[src/rtl/fifo_rd_arb_pkg.sv]
// Shared types and helpers for the FIFO read-port arbiter.
package fifo_rd_arb_pkg;

   typedef enum logic {IDLE = 1'b0, OWN = 1'b1} state_t;

   localparam int DEF_NUM_REQ   = 4;
   localparam int DEF_BURST_LEN = 4;
   localparam int MAX_IDX_W     = 5;
   localparam int MAX_REQ       = 32;

   function automatic logic [MAX_REQ-1:0] onehot(input logic [MAX_IDX_W-1:0] idx);
      return 32'd1 << idx;
   endfunction

   function automatic logic [MAX_IDX_W-1:0] wrap_inc(input logic [MAX_IDX_W-1:0] idx,
                                                     input logic [MAX_IDX_W-1:0] last);
      return (idx == last) ? 5'd0 : idx + 5'd1;
   endfunction

endpackage

[src/rtl/fifo_rd_arbiter_rr_pick.sv]
// Rotate-priority encoder: first set request at or after ptr, modulo NUM_REQ.
module rr_pick #(
   parameter int NUM_REQ = 4,
   parameter int IDX_W   = $clog2(NUM_REQ)
) (
   input  logic [NUM_REQ-1:0] req,
   input  logic [IDX_W-1:0]   ptr,
   output logic [IDX_W-1:0]   idx,
   output logic               found
);

   logic [IDX_W-1:0] cand;

   // Scan from farthest to nearest so the candidate closest to ptr wins.
   always_comb begin
      found = 1'b0;
      idx   = '0;
      cand  = '0;
      for (int k = NUM_REQ - 1; k >= 0; k--) begin
         cand  = IDX_W'((int'(ptr) + k) % NUM_REQ);
         found = found | req[cand];
         idx   = req[cand] ? cand : idx;
      end
   end

endmodule

[src/rtl/fifo_rd_arbiter.sv]
// Round-robin arbiter sharing one FIFO read port between NUM_REQ consumers.
// Optional FIFO_RD_ARB_BURST_EN lets an owner pop up to BURST_LEN words per grant.
module fifo_rd_arbiter
   import fifo_rd_arb_pkg::*;
#(
   parameter int NUM_REQ   = DEF_NUM_REQ,
   parameter int BURST_LEN = DEF_BURST_LEN,
   parameter int IDX_W     = $clog2(NUM_REQ),
   parameter int CNT_W     = $clog2(BURST_LEN + 1)
) (
   input  logic               clk_i,
   input  logic               rst_n,
   input  logic [NUM_REQ-1:0] req_i,
   input  logic               fifo_empty_i,
   output logic               fifo_rd_en_o,
   output logic [NUM_REQ-1:0] gnt_o,
   output logic [NUM_REQ-1:0] rd_vld_o,
   output logic               busy_o
);

   state_t           state;
   logic [IDX_W-1:0] owner;
   logic [IDX_W-1:0] rr_ptr;
   logic [CNT_W-1:0] burst_cnt;

   logic             pop;
   logic             release_grant;
   logic [IDX_W-1:0] next_ptr;
   logic [IDX_W-1:0] idle_idx;
   logic             idle_found;
   logic [IDX_W-1:0] own_idx;
   logic             own_found;

   assign pop          = (state == OWN) & req_i[owner] & ~fifo_empty_i;
   assign fifo_rd_en_o = pop;
   assign busy_o       = (state == OWN);
   assign next_ptr     = IDX_W'(wrap_inc(MAX_IDX_W'(owner), MAX_IDX_W'(NUM_REQ - 1)));

`ifdef FIFO_RD_ARB_BURST_EN
   assign release_grant = pop & (burst_cnt == CNT_W'(BURST_LEN - 1));
`else
   assign release_grant = pop;
`endif

   rr_pick #(.NUM_REQ(NUM_REQ), .IDX_W(IDX_W)) u_idle_pick (
      .req   (req_i),
      .ptr   (rr_ptr),
      .idx   (idle_idx),
      .found (idle_found)
   );

   // Re-pick starts after the owner, so the owner is considered last.
   rr_pick #(.NUM_REQ(NUM_REQ), .IDX_W(IDX_W)) u_own_pick (
      .req   (req_i),
      .ptr   (next_ptr),
      .idx   (own_idx),
      .found (own_found)
   );

   // Arbitration FSM with registered grant and read-valid outputs.
   always_ff @(posedge clk_i or negedge rst_n) begin
      if (!rst_n) begin
         state     <= IDLE;
         owner     <= '0;
         rr_ptr    <= '0;
         burst_cnt <= '0;
         gnt_o     <= '0;
         rd_vld_o  <= '0;
      end else begin
         rd_vld_o <= pop ? gnt_o : '0;
         case (state)
            IDLE: begin
               if (idle_found) begin
                  gnt_o     <= NUM_REQ'(onehot(MAX_IDX_W'(idle_idx)));
                  owner     <= idle_idx;
                  burst_cnt <= '0;
                  state     <= OWN;
               end else begin
                  gnt_o <= '0;
               end
            end
            OWN: begin
               if (!req_i[owner]) begin
                  rr_ptr <= next_ptr;
                  gnt_o  <= '0;
                  state  <= IDLE;
               end else if (release_grant) begin
                  rr_ptr <= next_ptr;
                  if (own_found) begin
                     gnt_o     <= NUM_REQ'(onehot(MAX_IDX_W'(own_idx)));
                     owner     <= own_idx;
                     burst_cnt <= '0;
                  end else begin
                     gnt_o <= '0;
                     state <= IDLE;
                  end
               end else if (pop) begin
                  burst_cnt <= burst_cnt + CNT_W'(1'b1);
               end else begin
                  burst_cnt <= burst_cnt;
               end
            end
            default: begin
               gnt_o <= '0;
               state <= IDLE;
            end
         endcase
      end
   end

endmodule

[config.mk]
export PLATFORM = sky130hd
export DESIGN_NAME = fifo_rd_arbiter
export DESIGN_NICKNAME = d
export VERILOG_FILES = /design/src/rtl/fifo_rd_arb_pkg.sv /design/src/rtl/fifo_rd_arbiter_rr_pick.sv /design/src/rtl/fifo_rd_arbiter.sv
export SDC_FILE = /design/constraint.sdc
export NUM_CORES = 1
export LEC_CHECK = 0
export BUFFER_PORTS_ARGS = -buffer_cell sky130_fd_sc_hd__buf_2
export CAP_MARGIN = 30
export CORE_MARGIN = 2
export CORE_UTILIZATION = 29
export CTS_BUF_LIST = sky130_fd_sc_hd__clkbuf_4 sky130_fd_sc_hd__clkbuf_8
export CTS_CLUSTER_SIZE = 24
export DETAILED_ROUTE_END_ITERATION = 7
export PLACE_DENSITY = 0.42
export SYNTH_ARGS = -nofsm -noshare
export SYNTH_HDL_FRONTEND = slang
export SYNTH_SLANG_ARGS = --single-unit
[constraint.sdc]
create_clock -name clk_i -period 4.55 [get_ports clk_i]
set_input_delay 0 -clock clk_i [delete_from_list [all_inputs] [get_ports clk_i]]
set_output_delay 0 -clock clk_i [all_outputs]
set_load 0.02 [all_outputs]
==> results.yml, run 1 <==
outcome:
  outcome: "finished clean"
routing:
  drt_iter0_markers: 54
  drt-vias-per-instance: 5.541
  wl_microns: 2773
  ant_nets: 0
  vias: 1014
  remaining_drc_errors: 0
  wl_per_cell_microns: 15.15
  first_pass_iters: 4
synth:
  yosysSeqAreaShare_pct: 29.65
  yosysUniqueCellTypes: 48
  synth_edf_count: 0
  postSynthCellCount: 123
  yosys_warnings: 0
  synth_area_sq_um: 1097
  synth_ff_type: "dfrtp_1"
  postSynthAreaPerCell_sq_um: 8.921
  synthArstFlopShare_pct: 100.0
  synth_seq_cells: 13
  synth.net_count: 132
finish:
  nNetsFinal: 145
  area_growth_pct: 12.09
  drive_gt1_share_pct: 23.70
  n_fill_cell: 394
  antenna_cells: 0
  final_core_util_pct: 33.60
worst_setup_path:
  end_kind: "register"
  crit_buf_inv: 1
  reg2reg_from: "owner[0]$_DFFE_PN0P_"
  crit_arrival_ns: 3.20
  cpPeakStageDelay_ns: 0.75
  crit_start: "owner[0]$_DFFE_PN0P_"
  critPathKind: "reg -> reg"
  rr_worst_depth: 7
  crit_chain: "inv_1, ha_1, mux4_2, a221oi_2, nor3_1, or2_1, o31ai_1"
  crit_slowest_cell: "dfrtp_1"
  critical-path-top-delay-family: "flip-flops"
  crit_cells: 7
  cp_max_fo: 21
  r2r_end: "gnt_o[2]$_DFFE_PN0P_"
  reg2reg_slack_ns: 1.49
  start_kind: "register"
  worst_ep_required_time_ns: 4.69
  crit_path_end: "gnt_o[2]$_DFFE_PN0P_"
floorplan:
  num_rows: 22
  die_area_sq_um: 4292
  io_pins: 17
  coreArea_sq_um: 3661
  fp.dieW_microns: 65.51
  die_y_microns: 65.51
  start_util_pct: 29.97
cts:
  path_clk_slew_ns: 0.06
  cts_resized: 0
  max-clock-path-buffers: 2
  numCtsBuffers: 3
  cts_sinks: 13
  cts-root-buf: "clkbuf_8"
  insertion_delay_ns: 0.24
  htree_levels: 1
  cts_tree: "yes"
global_route:
  grt_pass1_vias: 965
  antenna_found_initial: 0
  grt_pass1_wl_microns: 4574
  grtUsageTotal_pct: 13.80
  grt_overflow_total: 0
  grt_start_max_net_pins: 22
power_and_ir_drop:
  ir_drop_v: 0.0001612
  power.density_nw_per_um2: 688.9
  power_leakage_uw: 0.0005365
sta:
  rsz0062_at_grt: "no"
  final-hold-violation-count: 0
  worst_pin_slew_ns: 0.6397
  slew_viol_final: 0
  fin_setup_tns_ns: 0
  skew_ns: 0.006093
  period_minus_slack_ns: 3.057
  clock.fmax_ghz: 0.3272
  setup_viol: 0
  slew_headroom_pct: 57.35
  finalCritPeriodShare_pct: 67.18
placement:
  io_buffers: 16
  dp_hpwl_microns: 2008
  gp_congestion: 0.7787
worst_hold_path:
  hp-class: "in -> reg"
job:
  maxCapViolations: 0
worst min-delay path: cells and delay by family:
kind | cells | cell delay [ns]
compound gates | 1 | 0.07
simple gates | 1 | 0.11
buf+inv | 1 | 0.16
kinds of logic after synthesis:
family	synth area share (%)
buffers and inverters	8.095
multiplexers	6.500
AND/OR/NAND/NOR	20.64
adder cells (fa/ha/maj)	2.280
flip-flops	29.65
AO/OA/AOI/OAI	32.84
cell usage in the layout, fill, tap and decap left out, types with 2 or more instances in the layout:
master    instances
a21o_1            2
a21oi_1          10
a222oi_1          2
a22oi_1           2
a32oi_1           2
and2_1            5
buf_2            16
clkbuf_8          3
dfrtp_1          13
ha_1              2
inv_1             6
mux2_2            2
nand2_1           6
nand2b_1          2
nor2_1           10
nor2b_1           4
nor3_1            3
nor4bb_1          3
o21ai_0           8
o21bai_1          2
o22ai_1           4
what timing repair did:
action,4_1_cts,5_1_grt
endpoints found under the hold margin,13,0
hold buffers,1,0
buffers inserted,0,0
Yosys cell counts, types with 3 or more instances:
cell	instances	share of area (%)
o21ai_0	8	3.6
inv_1	6	2.1
a21oi_1	10	4.6
nor4bb_1	3	2.7
nor2_1	10	3.4
nand2_1	6	2.1
buf_6	3	3.1
and2_1	5	2.9
buf_2	5	2.3
nor3_1	3	1.4
dfrtp_1	13	30
o22ai_1	4	2.3
nor2b_1	4	2.3
area by class of cell:
type	instances	area, sq um	share of cell area, %
clock buffers	4	48.80	3.967
inverters	6	22.52	1.831
multi-input cells	95	683.2	55.54
flip-flops and latches	13	325.3	26.45
well taps	48	60.06	4.883
repair buffers	17	90.09	7.325
flip-flops by register name (all words and copies together) (netlist names):
name / flops
busy_o: 1
rd_vld_o: 4
owner: 2
gnt_o: 4
rr_ptr: 2
worst min-delay path by stage:
stage	startpoint	endpoint	slack (ns)	cells past startpoint
after floorplan	rst_n	busy_o$_DFF_PN0_	-0.30	0
after global placement	rst_n	rd_vld_o[2]$_DFF_PN0_	-0.09	1
after detailed placement	rst_n	rd_vld_o[2]$_DFF_PN0_	-0.09	1
after CTS	fifo_empty_i	gnt_o[3]$_DFFE_PN0P_	0.14	3
after global routing	fifo_empty_i	gnt_o[2]$_DFFE_PN0P_	0.17	3
final	fifo_empty_i	gnt_o[3]$_DFFE_PN0P_	0.14	3
per-stage QoR:
step	setup WS [ns]	cells	instance area (sq um)	hold WS, ns	power, uW
after floorplan	2.252	123	1097	-0.2956	646.8
after global placement	1.574	178	1171	-0.08783	740.6
after detailed placement	1.524	178	1171	-0.08633	736.2
after CTS	1.508	183	1230	0.1363	852.4
after global routing	1.321	183	1230	0.1741	922.0
final	1.493	183	1230	0.1422	847.3
per-layer routing:
metal,vias to the layer above,global-route usage [%],wire [microns]
met2,33,24.36,1434
met1,492,16.93,1195
li1,487,-,-
met5,-,0,0
met4,0,5.469,31
met3,2,1.712,111
report_power, final:
part,internal [uW],switching (uW)
sequential,155,62.2
clock,67.8,43.9
combinational,228,291
total,451,397
Note: power is estimated with default switching activity, not from simulation.
==> run 2, diff against run 1 <==
Settings changed: PLACE_DENSITY 0.42 to 0.44.
Clock period 4.55 ns to 2.63 ns, I/O delays scaled along.
==> results.yml, run 2 (same netlist as run 1, synthesis figures left out) <==
power_and_ir_drop:
  power_leakage_uw: 0.0005461
  ir_drop_v: 0.0004677
  power.density_nw_per_um2: 1197
sta:
  fin_setup_tns_ns: 0
  slew_viol_final: 0
  finalCritPeriodShare_pct: 88.26
  clock.fmax_ghz: 0.4308
  worst_pin_slew_ns: 0.4795
  final-hold-violation-count: 0
  rsz0062_at_grt: "no"
  slew_headroom_pct: 67.75
  period_minus_slack_ns: 2.321
  setup_viol: 0
  skew_ns: 0.004687
worst_setup_path:
  crit_buf_inv: 0
  crit_path_end: "gnt_o[2]$_DFFE_PN0P_"
  critPathKind: "reg -> reg"
  rr_worst_depth: 6
  crit_arrival_ns: 2.48
  critical-path-top-delay-family: "multiplexers"
  crit_cells: 6
  reg2reg_slack_ns: 0.31
  crit_slowest_cell: "mux4_2"
  cpPeakStageDelay_ns: 0.57
  end_kind: "register"
  worst_ep_required_time_ns: 2.78
  r2r_end: "gnt_o[2]$_DFFE_PN0P_"
  start_kind: "register"
  reg2reg_from: "owner[1]$_DFFE_PN0P_"
  cp_max_fo: 10
  crit_start: "owner[1]$_DFFE_PN0P_"
  crit_chain: "ha_1, mux4_2, a221oi_2, nor3_1, or2_1, o31ai_1"
finish:
  n_fill_cell: 394
  area_growth_pct: 13.45
  antenna_cells: 0
  fin_cells: 185
  reg.largest.list: "gnt_o x4, rd_vld_o x4"
  layout_common_cells: "buf_2, dfrtp_1, nor2_1, a21oi_1, o21ai_0"
  mostFrequentLayoutCell: "buf_2"
  multi_input_comb_area_sq_um: 683.2
  nNetsFinal: 147
  drive_gt1_share_pct: 24.82
  seq_area_sq_um: 325.3
floorplan:
  fp.dieW_microns: 65.51
  coreArea_sq_um: 3661
  die_y_microns: 65.51
  die_area_sq_um: 4292
  start_util_pct: 29.97
  num_rows: 22
  io_pins: 17
global_route:
  grt_overflow_total: 0
  grt_pass1_wl_microns: 4333
  grt_pass1_vias: 907
  grt_start_max_net_pins: 21
  grtUsageTotal_pct: 13.31
  antenna_found_initial: 0
worst_hold_path:
  hp-class: "in -> reg"
cts:
  htree_levels: 1
  cts_sinks: 13
  cts_tree: "yes"
  cts-root-buf: "clkbuf_8"
  insertion_delay_ns: 0.25
  path_clk_slew_ns: 0.06
  cts_resized: 0
  numCtsBuffers: 3
  max-clock-path-buffers: 2
outcome:
  outcome: "finished clean"
placement:
  gp_congestion: 0.7877
  dp_hpwl_microns: 1923
  io_buffers: 16
  dpl.cell_count: 180
job:
  maxCapViolations: 0
routing:
  ant_nets: 0
  wl_per_cell_microns: 14.38
  drt-vias-per-instance: 5.465
  first_pass_iters: 4
  remaining_drc_errors: 0
  drt_iter0_markers: 31
  wl_microns: 2660
  vias: 1011
## run 2: report_power, final
part / switching, uW / leakage (uW) / internal (uW)
Sequential: 64.0 / 0.000167 / 269
Clock: 74.3 / 0.0000262 / 117
Combinational: 544 / 0.000353 / 421
## run 2: timing repair
item	4_1_cts	5_1_grt
buffers inserted	0	0
hold buffers	1	0
endpoints found under the hold margin	13	0
## run 2: per-layer routing
metal	wire length [microns]	vias to the layer above	track usage, %
met5	0	-	0
li1	-	493	-
met1	1276	482	18.40
met4	63	0	7.031
met2	1193	31	20.15
met3	126	5	1.712
## run 2: per-stage QoR
| stage | hold slack [ns] | total power (uW) | area (sq um) | setup slack (ns) | utilization [%] |
|---|---|---|---|---|---|
| finish | 0.1315 | 1490 | 1245 | 0.3088 | 34.01 |
| global route | 0.1611 | 1634 | 1245 | 0.1427 | 34.01 |
| CTS | 0.1348 | 1505 | 1245 | 0.2867 | 34.01 |
| detailed placement | -0.08912 | 1304 | 1186 | 0.2932 | 32.40 |
| global placement | -0.09265 | 1305 | 1186 | 0.2874 | 32.40 |
| floorplan | -0.2956 | 1119 | 1097 | 0.3317 | - |
## run 2: worst reg2reg max path: cells and delay by family (launching register included)
kind,cells,cell delay (ns)
flops,1,0.43
simple gates,2,0.37
mux,1,0.57
compound gates,2,0.38
fa+ha+maj,1,0.49
## run 2: worst min-delay path by stage
stage,from,end,slack [ns],cells after the start
2_1_floorplan,rst_n,busy_o$_DFF_PN0_,-0.30,0
4_1_cts,fifo_empty_i,gnt_o[3]$_DFFE_PN0P_,0.13,3
5_1_grt,fifo_empty_i,gnt_o[2]$_DFFE_PN0P_,0.16,3
6_report,fifo_empty_i,gnt_o[2]$_DFFE_PN0P_,0.13,3
3_5_place_dp,rst_n,rd_vld_o[2]$_DFF_PN0_,-0.09,1
3_3_place_gp,rst_n,rd_vld_o[2]$_DFF_PN0_,-0.09,1
## run 2: cell type report
cell class | instances | area share, %
Clock buffer | 4 | 3.920
Inverter | 6 | 1.809
Multi-Input combinational cell | 95 | 54.87
Sequential cell | 13 | 26.13
Tap cell | 48 | 4.824
Timing Repair Buffer | 19 | 8.442
==> run 3, diff against run 2 <==
Settings changed: CORE_MARGIN 2 to 5.
==> results.yml, run 3 (same netlist as run 1, synthesis figures left out) <==
global_route:
  grt_pass1_vias: 971
  grt_start_max_net_pins: 21
  grt_pass1_wl_microns: 4685
  grt_overflow_total: 0
  grtUsageTotal_pct: 11.45
  antenna_found_initial: 0
power_and_ir_drop:
  ir_drop_v: 0.0004806
  power.density_nw_per_um2: 1207
  p_comb_share_pct: 65.2
  power_leakage_uw: 0.0005461
  power.net_switching_uw: 695.6
  power.total_uw: 1503
  power.internal_uw: 807.5
  p_sw_share_pct: 46.28
  power_frac_seq_pct: 22.2
  pwr-share-clk_pct: 12.6
floorplan:
  die_area_sq_um: 5114
  die_y_microns: 71.51
  coreArea_sq_um: 3661
  fp.dieW_microns: 71.51
  start_util_pct: 29.97
  num_rows: 22
  io_pins: 17
finish:
  design_area_sq_um: 1245
  n_fill_cell: 376
  drive_gt1_share_pct: 24.82
  area_growth_pct: 13.45
  layout_common_cells: "buf_2, dfrtp_1, nor2_1, a21oi_1, o21ai_0"
  antenna_cells: 0
  reg.largest.list: "gnt_o x4, rd_vld_o x4"
  nNetsFinal: 147
  mostFrequentLayoutCell: "buf_2"
worst_setup_path:
  crit_start: "owner[0]$_DFFE_PN0P_"
  reg2reg_slack_ns: 0.28
  r2r_end: "gnt_o[2]$_DFFE_PN0P_"
  reg2reg_from: "owner[0]$_DFFE_PN0P_"
  crit_path_end: "gnt_o[2]$_DFFE_PN0P_"
  end_kind: "register"
  start_kind: "register"
  worst_ep_required_time_ns: 2.77
  critPathKind: "reg -> reg"
  crit_arrival_ns: 2.49
  cp_max_fo: 10
  rr_worst_depth: 7
cts:
  postCtsSetupRepairBufs: 0
  cts_resized: 0
  path_clk_slew_ns: 0.06
  cts_hold_buf: 1
  numCtsBuffers: 3
  insertion_delay_ns: 0.24
  cts-root-buf: "clkbuf_8"
  cts_sinks: 13
  max-clock-path-buffers: 2
  cts_tree: "yes"
  htree_levels: 1
routing:
  first_pass_iters: 4
  ant_nets: 0
  drt_iter0_markers: 58
  wl_per_cell_microns: 15.35
  wl_microns: 2839
  remaining_drc_errors: 0
  drt-vias-per-instance: 5.692
  vias: 1053
placement:
  gp_congestion: 0.8116
  dp_hpwl_microns: 2021
  io_buffers: 16
  place_area_sq_um: 1186
sta:
  slew_viol_final: 0
  setup_viol: 0
  worst_pin_slew_ns: 0.5331
  final-hold-violation-count: 0
  finalCritPeriodShare_pct: 89.23
  fin_setup_tns_ns: 0
  clock.fmax_ghz: 0.4261
  period_minus_slack_ns: 2.347
  rsz0062_at_grt: "no"
  hold_slack_ns: 0.1386
  slew_headroom_pct: 64.46
  skew_ns: 0.0008641
worst_hold_path:
  hp-class: "in -> reg"
  hold_depth: 3
  min_from: "fifo_empty_i"
outcome:
  outcome: "finished clean"
job:
  maxCapViolations: 0
## run 3: cell type report
class	instances	area, sq um	share of cell area, %
Multi-Input combinational cell	95	683.2	54.87
Tap cell	48	60.06	4.824
Clock buffer	4	48.80	3.920
Inverter	6	22.52	1.809
Sequential cell	13	325.3	26.13
Timing Repair Buffer	19	105.1	8.442
## run 3: power groups by stage
stage / combinational [uW] / clock (uW) / sequential, uW
finish: 980 / 190 / 333
global route: 1090 / 209 / 343
CTS: 983 / 194 / 332
detailed placement: 978 / 0 / 335
global placement: 974 / 0 / 336
floorplan: 754 / 0 / 365
## run 3: stage by stage
stage	util, %	setup WS, ns	std cells
final	34.01	0.2832	185
after global routing	34.01	0.1311	185
after CTS	34.01	0.2807	185
after detailed placement	32.40	0.2903	180
after global placement	32.40	0.3038	180
after floorplan	-	0.3317	123
## run 3: routing by layer
layer	share of wire, %	global-route usage (%)	wire length (microns)	vias up
li1	-	-	-	493
met1	47	15.53	1347	522
met2	46	18.57	1308	36
met3	5.5	0.8415	156	2
met4	0.95	5.010	27	0
met5	0	0	0	-
## run 3: worst min path at each step
stage                                  to  slack (ns)
floorplan                busy_o$_DFF_PN0_       -0.30
global placement    rd_vld_o[2]$_DFF_PN0_       -0.09
detailed placement  rd_vld_o[2]$_DFF_PN0_       -0.09
CTS                  gnt_o[1]$_DFFE_PN0P_        0.14
global route         gnt_o[2]$_DFFE_PN0P_        0.15
finish               gnt_o[3]$_DFFE_PN0P_        0.14
## run 3: critical path, stage by stage, from the launching register on
cell and delay, ns:
dfrtp_1 0.34, inv_1 0.09, ha_1 0.48, mux4_2 0.57
a221oi_2 0.18, nor3_1 0.10, or2_1 0.27, o31ai_1 0.21
